## src/rtl/sodor5_instr_sequencer_pkg.sv

```systemverilog
// sodor5_seq_pkg: shared states, opcodes and the LFSR-to-instruction mapping
package sodor5_seq_pkg;

    typedef enum logic [1:0] {IDLE, ISSUE, DRAIN, DONE} state_t;

    localparam logic [31:0] NOP     = 32'h0000_0013;
    localparam logic [6:0]  OP_IMM  = 7'b0010011;
    localparam logic [6:0]  OP_LOAD = 7'b0000011;

    // Shift immediates keep only a legal shamt (plus the SRAI bit); loads are limited to LB/LBU
    function automatic logic [31:0] gen_instr(input logic [31:0] r, input logic [11:0] load_mask);
        logic [2:0]  f3;
        logic [11:0] imm;
        f3  = r[31] ? r[19:17] : {r[19], 2'b00};
        imm = !r[31]      ? r[11:0] & load_mask :
              f3 == 3'd5  ? r[11:0] & 12'h41F :
              f3 == 3'd1  ? r[11:0] & 12'h01F : r[11:0];
        return {imm, r[16:12], f3, r[24:20], r[31] ? OP_IMM : OP_LOAD};
    endfunction

endpackage

```

## src/rtl/sodor5_instr_sequencer_if.sv

```systemverilog
// sodor5_instr_sequencer_if: control and instruction-stream signals of the sequencer
interface sodor5_instr_sequencer_if;
    logic        start;
    logic        stall;
    logic [31:0] instr;
    logic        instr_valid;
    logic [15:0] issue_count;
    logic        busy;
    logic        done;

    modport master (input start, stall, output instr, instr_valid, issue_count, busy, done);
    modport slave  (output start, stall, input instr, instr_valid, issue_count, busy, done);
endinterface

```

## src/rtl/sodor5_lfsr32.sv

```systemverilog
// sodor5_lfsr32: 32-bit Fibonacci LFSR, taps 31/21/1/0, reseeded on reset
module sodor5_lfsr32 (
    input  logic        clk,
    input  logic        reset,
    input  logic [31:0] i_seed,
    input  logic        i_en,
    output logic [31:0] o_value
);
    logic [31:0] r_lfsr;
    logic        w_fb;

    assign w_fb    = r_lfsr[31] ^ r_lfsr[21] ^ r_lfsr[1] ^ r_lfsr[0];
    assign o_value = r_lfsr;

    // An all-zero state would lock up, so a zero seed becomes 1
    always_ff @(posedge clk) begin
        if (reset) r_lfsr <= (i_seed == 32'd0) ? 32'd1 : i_seed;
        else if (i_en) r_lfsr <= {r_lfsr[30:0], w_fb};
    end
endmodule

```

## src/rtl/sodor5_instr_sequencer.sv

```systemverilog
// sodor5_instr_sequencer: issues NUM_INSTRS LFSR-generated RV32I words, then drains with NOPs
module sodor5_instr_sequencer
    import sodor5_seq_pkg::*;
#(
    parameter int unsigned NUM_INSTRS    = 100,
    parameter int unsigned DRAIN_CYCLES  = 5,
    parameter logic [31:0] SEED          = 32'h0000_0017,
    parameter logic [11:0] LOAD_IMM_MASK = 12'hFFF
) (
    input logic                       clk,
    input logic                       reset,
    sodor5_instr_sequencer_if.master  bus
);
    state_t      r_state, w_state;
    logic [31:0] r_instr, w_instr, w_lfsr;
    logic        r_valid, w_valid, w_adv, w_issue;
    logic [15:0] r_count, w_count;
    logic [7:0]  r_drain, w_drain;

    sodor5_lfsr32 u_lfsr (
        .clk     (clk),
        .reset   (reset),
        .i_seed  (SEED),
        .i_en    (w_adv),
        .o_value (w_lfsr)
    );

    assign w_issue = r_valid && !bus.stall;

    always_ff @(posedge clk) begin
        if (reset) begin
            r_state <= IDLE;
            r_instr <= NOP;
            r_valid <= 1'b0;
            r_count <= 16'd0;
            r_drain <= 8'd0;
        end else begin
            r_state <= w_state;
            r_instr <= w_instr;
            r_valid <= w_valid;
            r_count <= w_count;
            r_drain <= w_drain;
        end
    end

    // The LFSR steps exactly when a generated word is loaded into instr
    always_comb begin
        w_state = r_state;
        w_instr = r_instr;
        w_valid = r_valid;
        w_count = r_count;
        w_drain = r_drain;
        w_adv   = 1'b0;
        case (r_state)
            IDLE, DONE: begin
                if (bus.start) begin
                    w_instr = gen_instr(w_lfsr, LOAD_IMM_MASK);
                    w_adv   = 1'b1;
                    w_valid = 1'b1;
                    w_count = 16'd0;
                    w_state = ISSUE;
                end
            end
            ISSUE: begin
                if (w_issue) begin
                    w_count = r_count + 16'd1;
                    if (w_count == 16'(NUM_INSTRS)) begin
                        w_instr = NOP;
                        w_valid = 1'b0;
                        w_drain = 8'(DRAIN_CYCLES);
                        w_state = DRAIN;
                    end else begin
                        w_instr = gen_instr(w_lfsr, LOAD_IMM_MASK);
                        w_adv   = 1'b1;
                    end
                end
            end
            DRAIN: begin
                w_drain = r_drain - 8'd1;
                w_state = (r_drain == 8'd1) ? DONE : DRAIN;
            end
        endcase
    end

    assign bus.instr       = r_instr;
    assign bus.instr_valid = r_valid;
    assign bus.issue_count = r_count;
    assign bus.busy        = (r_state == ISSUE) || (r_state == DRAIN);
    assign bus.done        = (r_state == DONE);
endmodule

```

## src/flat_wrapper.sv

```systemverilog
// flat-port wrapper written by rule: the top's interface ports become plain ports
module sodor5_instr_sequencer_flat import sodor5_seq_pkg::*;
#(
    parameter int unsigned NUM_INSTRS    = 100,
    parameter int unsigned DRAIN_CYCLES  = 5,
    parameter logic [31:0] SEED          = 32'h0000_0017,
    parameter logic [11:0] LOAD_IMM_MASK = 12'hFFF
)
  (clk, reset, bus_start, bus_stall, bus_instr, bus_instr_valid, bus_issue_count, bus_busy, bus_done);
  sodor5_instr_sequencer_if bus_i ();
  input logic clk;
  input logic reset;
  input wire logic [$bits(bus_i.start)-1:0] bus_start;
  input wire logic [$bits(bus_i.stall)-1:0] bus_stall;
  output wire logic [$bits(bus_i.instr)-1:0] bus_instr;
  output wire logic [$bits(bus_i.instr_valid)-1:0] bus_instr_valid;
  output wire logic [$bits(bus_i.issue_count)-1:0] bus_issue_count;
  output wire logic [$bits(bus_i.busy)-1:0] bus_busy;
  output wire logic [$bits(bus_i.done)-1:0] bus_done;
  assign bus_i.start = bus_start;
  assign bus_i.stall = bus_stall;
  assign bus_instr = bus_i.instr;
  assign bus_instr_valid = bus_i.instr_valid;
  assign bus_issue_count = bus_i.issue_count;
  assign bus_busy = bus_i.busy;
  assign bus_done = bus_i.done;
  sodor5_instr_sequencer #(.NUM_INSTRS(NUM_INSTRS), .DRAIN_CYCLES(DRAIN_CYCLES), .SEED(SEED), .LOAD_IMM_MASK(LOAD_IMM_MASK)) u_core (.clk(clk), .reset(reset), .bus(bus_i));
endmodule
```

## config.mk

```make
export PLATFORM = sky130hd
export DESIGN_NAME = sodor5_instr_sequencer_flat
export DESIGN_NICKNAME = d
export VERILOG_FILES = /design/src/rtl/sodor5_instr_sequencer_pkg.sv /design/src/rtl/sodor5_instr_sequencer_if.sv /design/src/rtl/sodor5_lfsr32.sv /design/src/rtl/sodor5_instr_sequencer.sv /design/src/flat_wrapper.sv
export SDC_FILE = /design/constraint.sdc
export NUM_CORES = 1
export LEC_CHECK = 0
export CAP_MARGIN = 10
export CORE_ASPECT_RATIO = 0.6
export CORE_MARGIN = 2
export CORE_UTILIZATION = 56
export CTS_BUF_LIST = sky130_fd_sc_hd__clkbuf_4 sky130_fd_sc_hd__clkbuf_8
export DETAILED_ROUTE_END_ITERATION = 10
export GPL_ROUTABILITY_DRIVEN = 0
export PLACE_DENSITY = 0.9
export SYNTH_ARGS = -nofsm -noshare
export SYNTH_HDL_FRONTEND = slang
export SYNTH_SLANG_ARGS = --single-unit
```

## constraint.sdc

```tcl
create_clock -name clk -period 3.21 [get_ports clk]
set_clock_uncertainty 0.1 [all_clocks]
set_input_delay 0.642 -clock clk [delete_from_list [all_inputs] [get_ports clk]]
set_output_delay 0.642 -clock clk [all_outputs]
set_load 0.02 [all_outputs]
```

==> flow_summary_export.csv, run 1 <==
group,metric,value,unit
global_route,grt_pass1_vias,2898,
min_path,hold_path.class,"reg -> reg",
route,routed_wirelength,9060,µm
logic_synthesis,ys_seq_area_frac,0.457,
clock_network,path_clk_slew,0.08,ns
placement,numPortBuffers,48,
finish,utilization,0.723,
clock_network,cts_tree,"built",
power,switching_share,0.360,
die,core,6280,µm²
sta,max-slew-margin-rel,0.605,
power,leakage,0.00187,µW
sta,rsz0062_at_grt,"no",
global_route,grt_max_degree,35,
die,top_level_ports,55,
die,num_rows,22,
die,die_h,67.2,µm
clock_network,cts-root-buf,"clkbuf_8",
power,internal_power,2120,µW
clock_network,h-tree-depth,3,
worst_setup_path,crit_type,"reg -> reg",
finish,final_common_cell,"dfxtp_1",
worst_setup_path,reg2reg_from,"u_core.bus.issue_count[1]",
sta,finalMaxSlewViolations,0,
placement,hpwl,6070,µm
worst_setup_path,startpoint_type,"flip-flop",
sta,fin_tns_setup,0,ns
sta,worst_pin_slew,0.587,ns
finish,stdcell_area,4540,µm²
die,die_area,7340,µm²
route,via_per_inst,5.90,
power,cellPowerDensity,730,nW/µm²
logic_synthesis,synth.yosys.warnings,0,
logic_synthesis,synth.distinct_cells,55,
die,die_w,109,µm
finish,antennaDiodeCount,0,
logic_synthesis,synth_seq_cells,85,
min_path,worstHoldStart,"u_core.bus.instr[27]",
worst_setup_path,crit_start,"u_core.bus.issue_count[1]",
route,post_drt_wl_per_cell,16.7,µm
sta,finalSetupViolCount,0,
global_route,grt_antenna_before_repair,0,
finish,layout_common_cells,"dfxtp_1, nor2_1, clkdlybuf4s50_1, nand2_1, mux2i_1",
run_status,outcome,"finished clean",
route,dr.pass1.iters,5,
global_route,grt.met1_usage,0.349,
worst_setup_path,rr_worst_depth,7,
finish,fin_nets,463,
global_route,grtUsageTotal,0.259,
power,peakVddDrop,0.415,mV
clock_network,clk-insertion-delay-late,0.36,ns
sta,hold_viol_final,0,
worst_setup_path,cp-end-kind,"flip-flop",
clock_network,holdBufCountCts,0,
logic_synthesis,syn_avg_cell_area,9.21,µm²
global_route,use_met3,0.0811,
route,num_vias,3191,
worst_setup_path,path_max_fanout,10,
clock_network,cts_made_buffers,9,
global_route,grt.overflow.total,0,
sta,layout_min_cycle_time,3.05,ns
logic_synthesis,async_flop_share,0,
power,pwr-share-seq,0.386,
logic_synthesis,synth-edff-count,0,
finish,drive_above_1_share,0.101,
placement,place_area,4260,µm²
route,drt_iter0_drc,183,
clock_network,cts_buffer_depth,2,
route,drc,0,
flow_run,cap_violations,0,
min_path,holdPathStages,1,
power,switchingPower,1190,µW
power,combPwrFrac,0.355,
sta,clock.fmax,328,MHz
sta,fin_crit_sh,0.951,
global_route,use_met2,0.390,
route,ant_nets,0,
logic_synthesis,netlist_area,3720,µm²
clock_network,clkSinkCount,85,
die,start_util,0.593,
global_route,grt_most_used_layer,"met2",
worst_setup_path,crit_arrival,3.21,ns
finish,syn_to_final_growth,21.8,%
worst_setup_path,worstPathRequired,3.36,ns
global_route,grt_pass1_wl,14300,µm
power,pwr-share-clk,0.259,
logic_synthesis,ys_dominant_reg_cell,"dfxtp_1",
logic_synthesis,syn-instance-count,404,
[state kept, by name, summed over array words and instances, names as in the netlist]
| register | cells |
|---|---|
| u_core.u_lfsr.o_value | 32 |
| u_core.bus.instr | 26 |
| u_core.bus.issue_count | 16 |
| u_core.r_drain | 8 |
| u_core.r_state | 2 |
| u_core.bus.instr_valid | 1 |
[worst max-delay path: stages, from the launching register on]
cell	delay (ns)
dfxtp_1	0.43
ha_2	0.29
nand3_2	0.13
or4_1	0.62
a2111oi_4	0.49
a31oi_2	0.28
nand2b_4	0.26
o41ai_2	0.34
[Yosys cell counts (2+ instances only)]
cell type / number / share of area
mux2i_1: 30 / 0.081
clkinv_1: 2 / 0.0020
and2_1: 2 / 0.0034
a21oi_1: 26 / 0.035
nor4_1: 2 / 0.0034
or4_1: 3 / 0.0060
buf_6: 3 / 0.0091
or3_1: 6 / 0.010
buf_4: 6 / 0.012
a211o_1: 2 / 0.0047
o211ai_1: 6 / 0.012
o31ai_1: 2 / 0.0040
xor2_1: 3 / 0.0071
nor2_1: 51 / 0.051
o41ai_2: 2 / 0.0087
nand4_1: 3 / 0.0050
a31oi_1: 4 / 0.0067
nand3_1: 7 / 0.0094
nand2_1: 31 / 0.031
a22o_1: 22 / 0.052
o21ai_1: 4 / 0.0054
clkbuf_1: 19 / 0.019
nand3_2: 2 / 0.0054
a211oi_1: 2 / 0.0040
o31a_1: 2 / 0.0047
nor3_1: 10 / 0.013
ha_1: 7 / 0.024
and3_1: 3 / 0.0050
dfxtp_1: 85 / 0.46
xnor2_1: 3 / 0.0071
o21ai_0: 12 / 0.016
a32o_1: 2 / 0.0054
inv_1: 13 / 0.013
nand3b_1: 3 / 0.0060
nor2b_1: 3 / 0.0050
conb_1: 2 / 0.0020
[stage by stage]
| step | total power [µW] | setup slack, ns | hold WS (ns) | instances |
|---|---|---|---|---|
| finish | 3310 | 0.159 | 0.382 | 541 |
| global route | 3460 | 0.0437 | 0.396 | 541 |
| global placement | 2380 | 0.262 | 0.334 | 522 |
| floorplan | 2060 | 0.214 | 0.344 | 408 |
| CTS | 3290 | 0.0315 | 0.386 | 538 |
| detailed placement | 2430 | 0.0747 | 0.365 | 522 |
[power groups by stage]
stage / combinational, µW / sequential [µW] / clock, µW
final: 1180 / 1280 / 857
after global routing: 1260 / 1290 / 913
after CTS: 1150 / 1270 / 869
after detailed placement: 1140 / 1290 / 0
after global placement: 1100 / 1290 / 0
after floorplan: 750 / 1310 / 0
[per-layer routing]
layer / vias to the layer above / routed length, µm
met3: 15 / 688
met2: 143 / 4030
li1: 1527 / -
met1: 1506 / 4170
met4: 0 / 176
met5: - / 0
[what timing repair did]
action                                  4_1_cts  5_1_grt
hold endpoints to repair                      0        0
gates resized for setup                       0        5
endpoints found under the setup margin        0       42
setup buffers                                 0        3
[cell type report]
cell class | count | area (µm²)
Multi-Input combinational cell | 279 | 1850
Clock inverter | 4 | 70.1
Sequential cell | 85 | 1700
Clock buffer | 12 | 159
Inverter | 15 | 56.3
Fill cell | 441 | 1740
Tap cell | 84 | 105
Timing Repair Buffer | 62 | 593
[worst paths after layout]
kind                                to  slack [ns]
setup / recovery     u_core.r_drain[5]        0.16
hold / removal    u_core.bus.instr[27]        0.38
setup reg to reg     u_core.r_drain[5]        0.16
hold reg to reg   u_core.bus.instr[27]        0.38
[cells by family (layout without fill, tap and decap cells)]
| group | after synthesis | count (layout) | share of synthesized area |
|---|---|---|---|
| and+or+nand+nor | 133 | 133 | 0.173 |
| adders and majority gates | 7 | 7 | 0.0235 |
| other | 2 | 6 | 0.00202 |
| xor gates and xnor gates | 6 | 6 | 0.0141 |
| DFF | 85 | 85 | 0.457 |
| buffers and inverters | 44 | 93 | 0.0568 |
| AOI/OAI and AO/OA | 97 | 97 | 0.193 |
| muxes | 30 | 30 | 0.0807 |
(Power assumes the default switching activity.)
==> run 2, diff against run 1 <==
--- a/config.mk
+++ b/config.mk
@@ -10,9 +10,11 @@
 export CORE_MARGIN = 2
 export CORE_UTILIZATION = 56
 export CTS_BUF_LIST = sky130_fd_sc_hd__clkbuf_4 sky130_fd_sc_hd__clkbuf_8
+export CTS_CLUSTER_DIAMETER = 200
 export DETAILED_ROUTE_END_ITERATION = 10
 export GPL_ROUTABILITY_DRIVEN = 0
 export PLACE_DENSITY = 0.9
+export REMOVE_ABC_BUFFERS = 1
 export SYNTH_ARGS = -nofsm -noshare
 export SYNTH_HDL_FRONTEND = slang
 export SYNTH_SLANG_ARGS = --single-unit
==> run 2 against run 1 <==
Clock power down 8.9%. Critical path depth increased by 2. Final area is 2.0% lower. Non-clock buffer count decreased by 8. Hold slack improved by 0.00096 ns. Highest routed layer unchanged.
==> flow_summary_export.csv, run 2 (same netlist as run 1, synthesis figures left out) <==
group,metric,value,unit
clock_network,post_cts_buffers,0,
placement,hpwl,5550,µm
clock_network,clk-insertion-delay-late,0.36,ns
finish,syn_to_final_growth,19.4,%
global_route,grt.met1_usage,0.325,
clock_network,clkSinkCount,85,
global_route,grt_max_degree,36,
sta,worst_pin_slew,0.693,ns
sta,rsz0062_at_grt,"no",
clock_network,cts_tree,"built",
sta,fin_crit_sh,0.950,
die,start_util,0.593,
global_route,grtUsageTotal,0.242,
clock_network,cts_buffer_depth,2,
worst_setup_path,cpMaxStageDelayCell,"a2111o_1",
route,dr.pass1.iters,4,
power,leakage,0.00178,µW
global_route,grt_pass1_wl,13700,µm
sta,finalMaxSlewViolations,0,
route,via_per_inst,5.83,
sta,max-slew-margin-rel,0.538,
die,die_area,7340,µm²
clock_network,cts-root-buf,"clkbuf_8",
power,peakVddDrop,0.302,mV
worst_setup_path,path_max_fanout,34,
finish,antennaDiodeCount,0,
route,post_drt_wl_per_cell,15.5,µm
route,routed_wirelength,8260,µm
clock_network,path_clk_slew,0.09,ns
route,drc,0,
global_route,use_met3,0.0734,
finish,fin_nets,455,
die,core,6280,µm²
clock_network,h-tree-depth,3,
die,num_rows,22,
placement,post-place-ws,0.170,ns
route,num_vias,3107,
finish,final_common_cell,"dfxtp_1",
finish,layout_common_cells,"dfxtp_1, nor2_1, clkdlybuf4s50_1, nand2_1, mux2i_1",
worst_setup_path,startpoint_type,"flip-flop",
sta,layout_min_cycle_time,3.05,ns
worst_setup_path,crit_arrival,3.17,ns
sta,hold_viol_final,0,
flow_run,cap_violations,0,
route,ant_nets,0,
min_path,hold_path.class,"reg -> reg",
die,die_w,109,µm
die,top_level_ports,55,
power,cellPowerDensity,710,nW/µm²
worst_setup_path,crit_type,"reg -> reg",
worst_setup_path,cp-end-kind,"flip-flop",
sta,finalSetupViolCount,0,
placement,numPortBuffers,48,
finish,largest_register_ffs,32,
sta,clock.fmax,328,MHz
clock_network,cts_made_buffers,9,
finish,drive_above_1_share,0.0824,
global_route,use_met2,0.377,
global_route,grt_pass1_vias,2840,
global_route,grt.overflow.total,0,
placement,place_area,4230,µm²
worst_setup_path,max_stage_delay,0.47,ns
sta,postLayoutSetupSlackWorst,0.160,ns
run_status,outcome,"finished clean",
worst_setup_path,worstPathRequired,3.33,ns
global_route,grt_antenna_before_repair,0,
worst_setup_path,timing.critical_path.cells,"ha_2, nand3_2, or3_1, a211o_1, a2111o_1, o21ai_4, buf_12, mux2i_1, nor2_1",
route,drt_iter0_drc,149,
die,die_h,67.2,µm
global_route,grt_most_used_layer,"met2",
finish,stdcell_area,4440,µm²
==> run 2: cell types whose count changed in the layout (fill, tap and decap cells not counted), moves of 2 or more <==
cell / change
clkbuf_8: -2
buf_4: -8
clkinvlp_4: +3
inv_6: +2
clkinv_2: -2
==> run 2: worst paths after layout <==
kind / slack (ns) / depth (start not counted) / from / endpoint
worst max register to register: 0.16 / 9 / u_core.bus.issue_count[1] / u_core.u_lfsr.o_value[18]
worst min register to register: 0.38 / 1 / u_core.bus.instr[13] / u_core.bus.instr[13]
worst max-delay path: 0.16 / 9 / u_core.bus.issue_count[1] / u_core.u_lfsr.o_value[18]
worst min-delay path: 0.38 / 1 / u_core.bus.instr[13] / u_core.bus.instr[13]
==> run 2: power breakdown <==
group          switching (µW)  internal (µW)  total (µW)
registers                99.3           1170        1270
logic                     678            426        1100
clock network             411            370         781
total                    1190           1960        3150
==> run 2: layer usage <==
layer / vias up / routed length (µm)
met2: 106 / 3670
met4: 0 / 124
met5: - / 0
met3: 16 / 567
li1: 1505 / -
met1: 1480 / 3900
==> run 2: timing repair <==
action | in CTS | in global routing
gates resized for setup | 0 | 3
setup endpoints to repair | 0 | 17
hold endpoints to repair | 0 | 0
hold buffers | 0 | 0
==> run 2: final cells by class <==
cell class | count | area [µm²]
fillers | 464 | 1830
well taps | 84 | 105
clock inverters | 7 | 81.3
clock buffers | 9 | 124
inverters | 15 | 56.3
flip-flops and latches | 85 | 1700
repair buffers | 54 | 533
multi-input cells | 279 | 1840
==> run 2: worst max-delay path, delay by kind of cell (launching register included) <==
kind,cells,cell delay (ns)
mux,1,0.26
simple gates,3,0.58
fa+ha+maj,1,0.29
compound gates,3,0.98
buf+inv,1,0.25
flops,1,0.46
==> run 2: stage by stage <==
step	total power (µW)	setup TNS [ns]	utilization	std cells	hold slack (ns)
2_1_floorplan	2000	-6.52	-	379	0.347
3_3_place_gp	2320	0	0.673	517	0.329
3_5_place_dp	2360	0	0.673	517	0.361
4_1_cts	3140	0	0.706	533	0.381
5_1_grt	3330	0	0.708	533	0.399
6_report	3150	0	0.708	533	0.383
==> patch, RTL diff (flow settings as in run 2) <==
Reset style: asynchronous (`reset`), changed in one clocked block.
--- a/src/rtl/sodor5_instr_sequencer.sv
+++ b/src/rtl/sodor5_instr_sequencer.sv
@@ -27,7 +27,7 @@
 
     assign w_issue = r_valid && !bus.stall;
 
-    always_ff @(posedge clk) begin
+    always_ff @(posedge clk or posedge reset) begin
         if (reset) begin
             r_state <= IDLE;
             r_instr <= NOP;
Formal check against the unedited RTL: differs if reset is asserted again (counterexample within 4 cycles, from zero or initial values and one cycle with reset high); with reset held inactive, the same outputs for 10 cycles.
==> patch against run 2 <==
  * The run now ends with design-rule violations left
  * Total power up 20%
  * Sequential share of layout area rose by 1.9 points
  * Area after synthesis up 7.5%
  * Sequential cell count did not move
  * Routed wire length increased by 17%
  * Worst setup slack hardly changed
  * First-iteration DRC count up 120%
  * Final cell count rose by 7.3%
  * Final area up 10%
==> patch: results (changes against run 2) <==
Run status
  • Status: finished, violations left
  • Violated checks: design-rule violations

STA
  • Worst slew margin: 35.97% (-18 points)
  • Hold Slack: 0.3706 ns (-0.01275 ns)
  • Fmax: 327.9 MHz (about the same)

Power and ir drop
  • P_leak: 2.158 nW (+21%)
  • Maximum VDD drop: 0.3752 mV (+24%)
  • Total power: 3.795 mW (+20%)
  • Combinational Power Share: 42.6% (+7.6 points)
  • Internal power of the cells: 2.326 mW (+18%)
  • Seq power: 1.31 mW (+3%)

Route
  • Average wire per standard cell: 16.93 um (+9.3%)
  • Iter 0 DRT Violations: 328 (+120%)
  • Post-route DRC: 2 (+2)

Synthesis
  • Ys async rst share: 62.35% (+62 points)
  • Top cells by count, synth: nand2_1, dfrtp_1, nor2_1
  • Synth Flop Type: dfrtp_1
  • Unique masters post-synth: 53 (-3.6%)
  • Synth Area in Compound Gates: 12.75% (-6.5 points)
  • Top post-synthesis cells by area: dfrtp_1, dfxtp_1, mux2i_1
  • Adder and majority gate portion of the synthesized area: 1.876% (-0.48 points)
  • Syn_area_per_cell: 9.418 um^2 (+2.2%)
  • XOR/XNOR Fraction of Synth Area: 1.313% (-0.099 points)
  • Mux contribution to synthesized area: 9.253% (+1.2 points)

GRT
  • Met1 usage: 36.02% (+3.6 points)
  • GRT Total Usage: 25.51% (+1.3 points)
  • Met2 GRT Util: 37.99% (+0.26 points)
  • Global-route wire length before repair: 15960 um (+16%)
  • Pin count of the biggest net entering global routing: 28 (-22%)
  • Met3 Use GR: 7.867% (+0.53 points)
  • Vias in the first global route: 3228 (+14%)

Final layout
  • # nets final: 490 (+7.7%)
  • Share of cells above drive strength 1: 11.13% (+2.9 points)
  • Fin cells: 572 (+7.3%)

Setup path
  • Peak per-stage delay on the critical path: 0.53 ns (+0.06 ns)
  • CP max stage cell: or4b_4
  • R2R depth: 7 (-2)
  • Worst r2r src: u_core.bus.issue_count[4]$_DFFE_PP0P_
  • R2r setup slk: 0.16 ns (about the same)
  • Critical Path AT: 3.25 ns (+0.08 ns)

Min path
  • Hold Path Origin: u_core.u_lfsr.o_value[16]$_SDFFE_PP0P_
  • Hold Path Depth: 2 (+1)

Place
  • HPWL Detailed: 6701 um (+21%)
  • Placed cell count: 556 (+7.5%)
-- patch: changes by cell type after synthesis, moves of 6 or more --
cell,before,now
dfxtp_1,85,32
dfrtp_1,0,52
nand2_1,31,74
a21oi_1,26,3
o21ai_0,12,34
a22o_1,22,6
nor2_1,51,39
mux2i_1,30,37
o31ai_1,2,9
nand2b_1,1,7
o211ai_1,6,0
-- patch: final cells by class --
| type | instances | area (um^2) |
|---|---|---|
| flip-flops and latches | 85 | 1969 |
| multi-input cells | 308 | 1919 |
| fillers | 472 | 1892 |
| repair buffers | 68 | 643.1 |
| clock buffers | 11 | 145.1 |
| well taps | 87 | 108.9 |
| clock inverters | 5 | 83.83 |
| inverters | 8 | 30.03 |
-- patch: timing repair --
action	CTS	global route
setup endpoints to repair	0	4
setup buffers	0	0
hold endpoints to repair	0	0
resized for setup	0	5
-- patch: routing by layer --
metal	part of all wire, %	up-vias
met5	0	-
met4	1.9	0
met3	7.9	19
met2	45	169
met1	45	1670
li1	-	1577
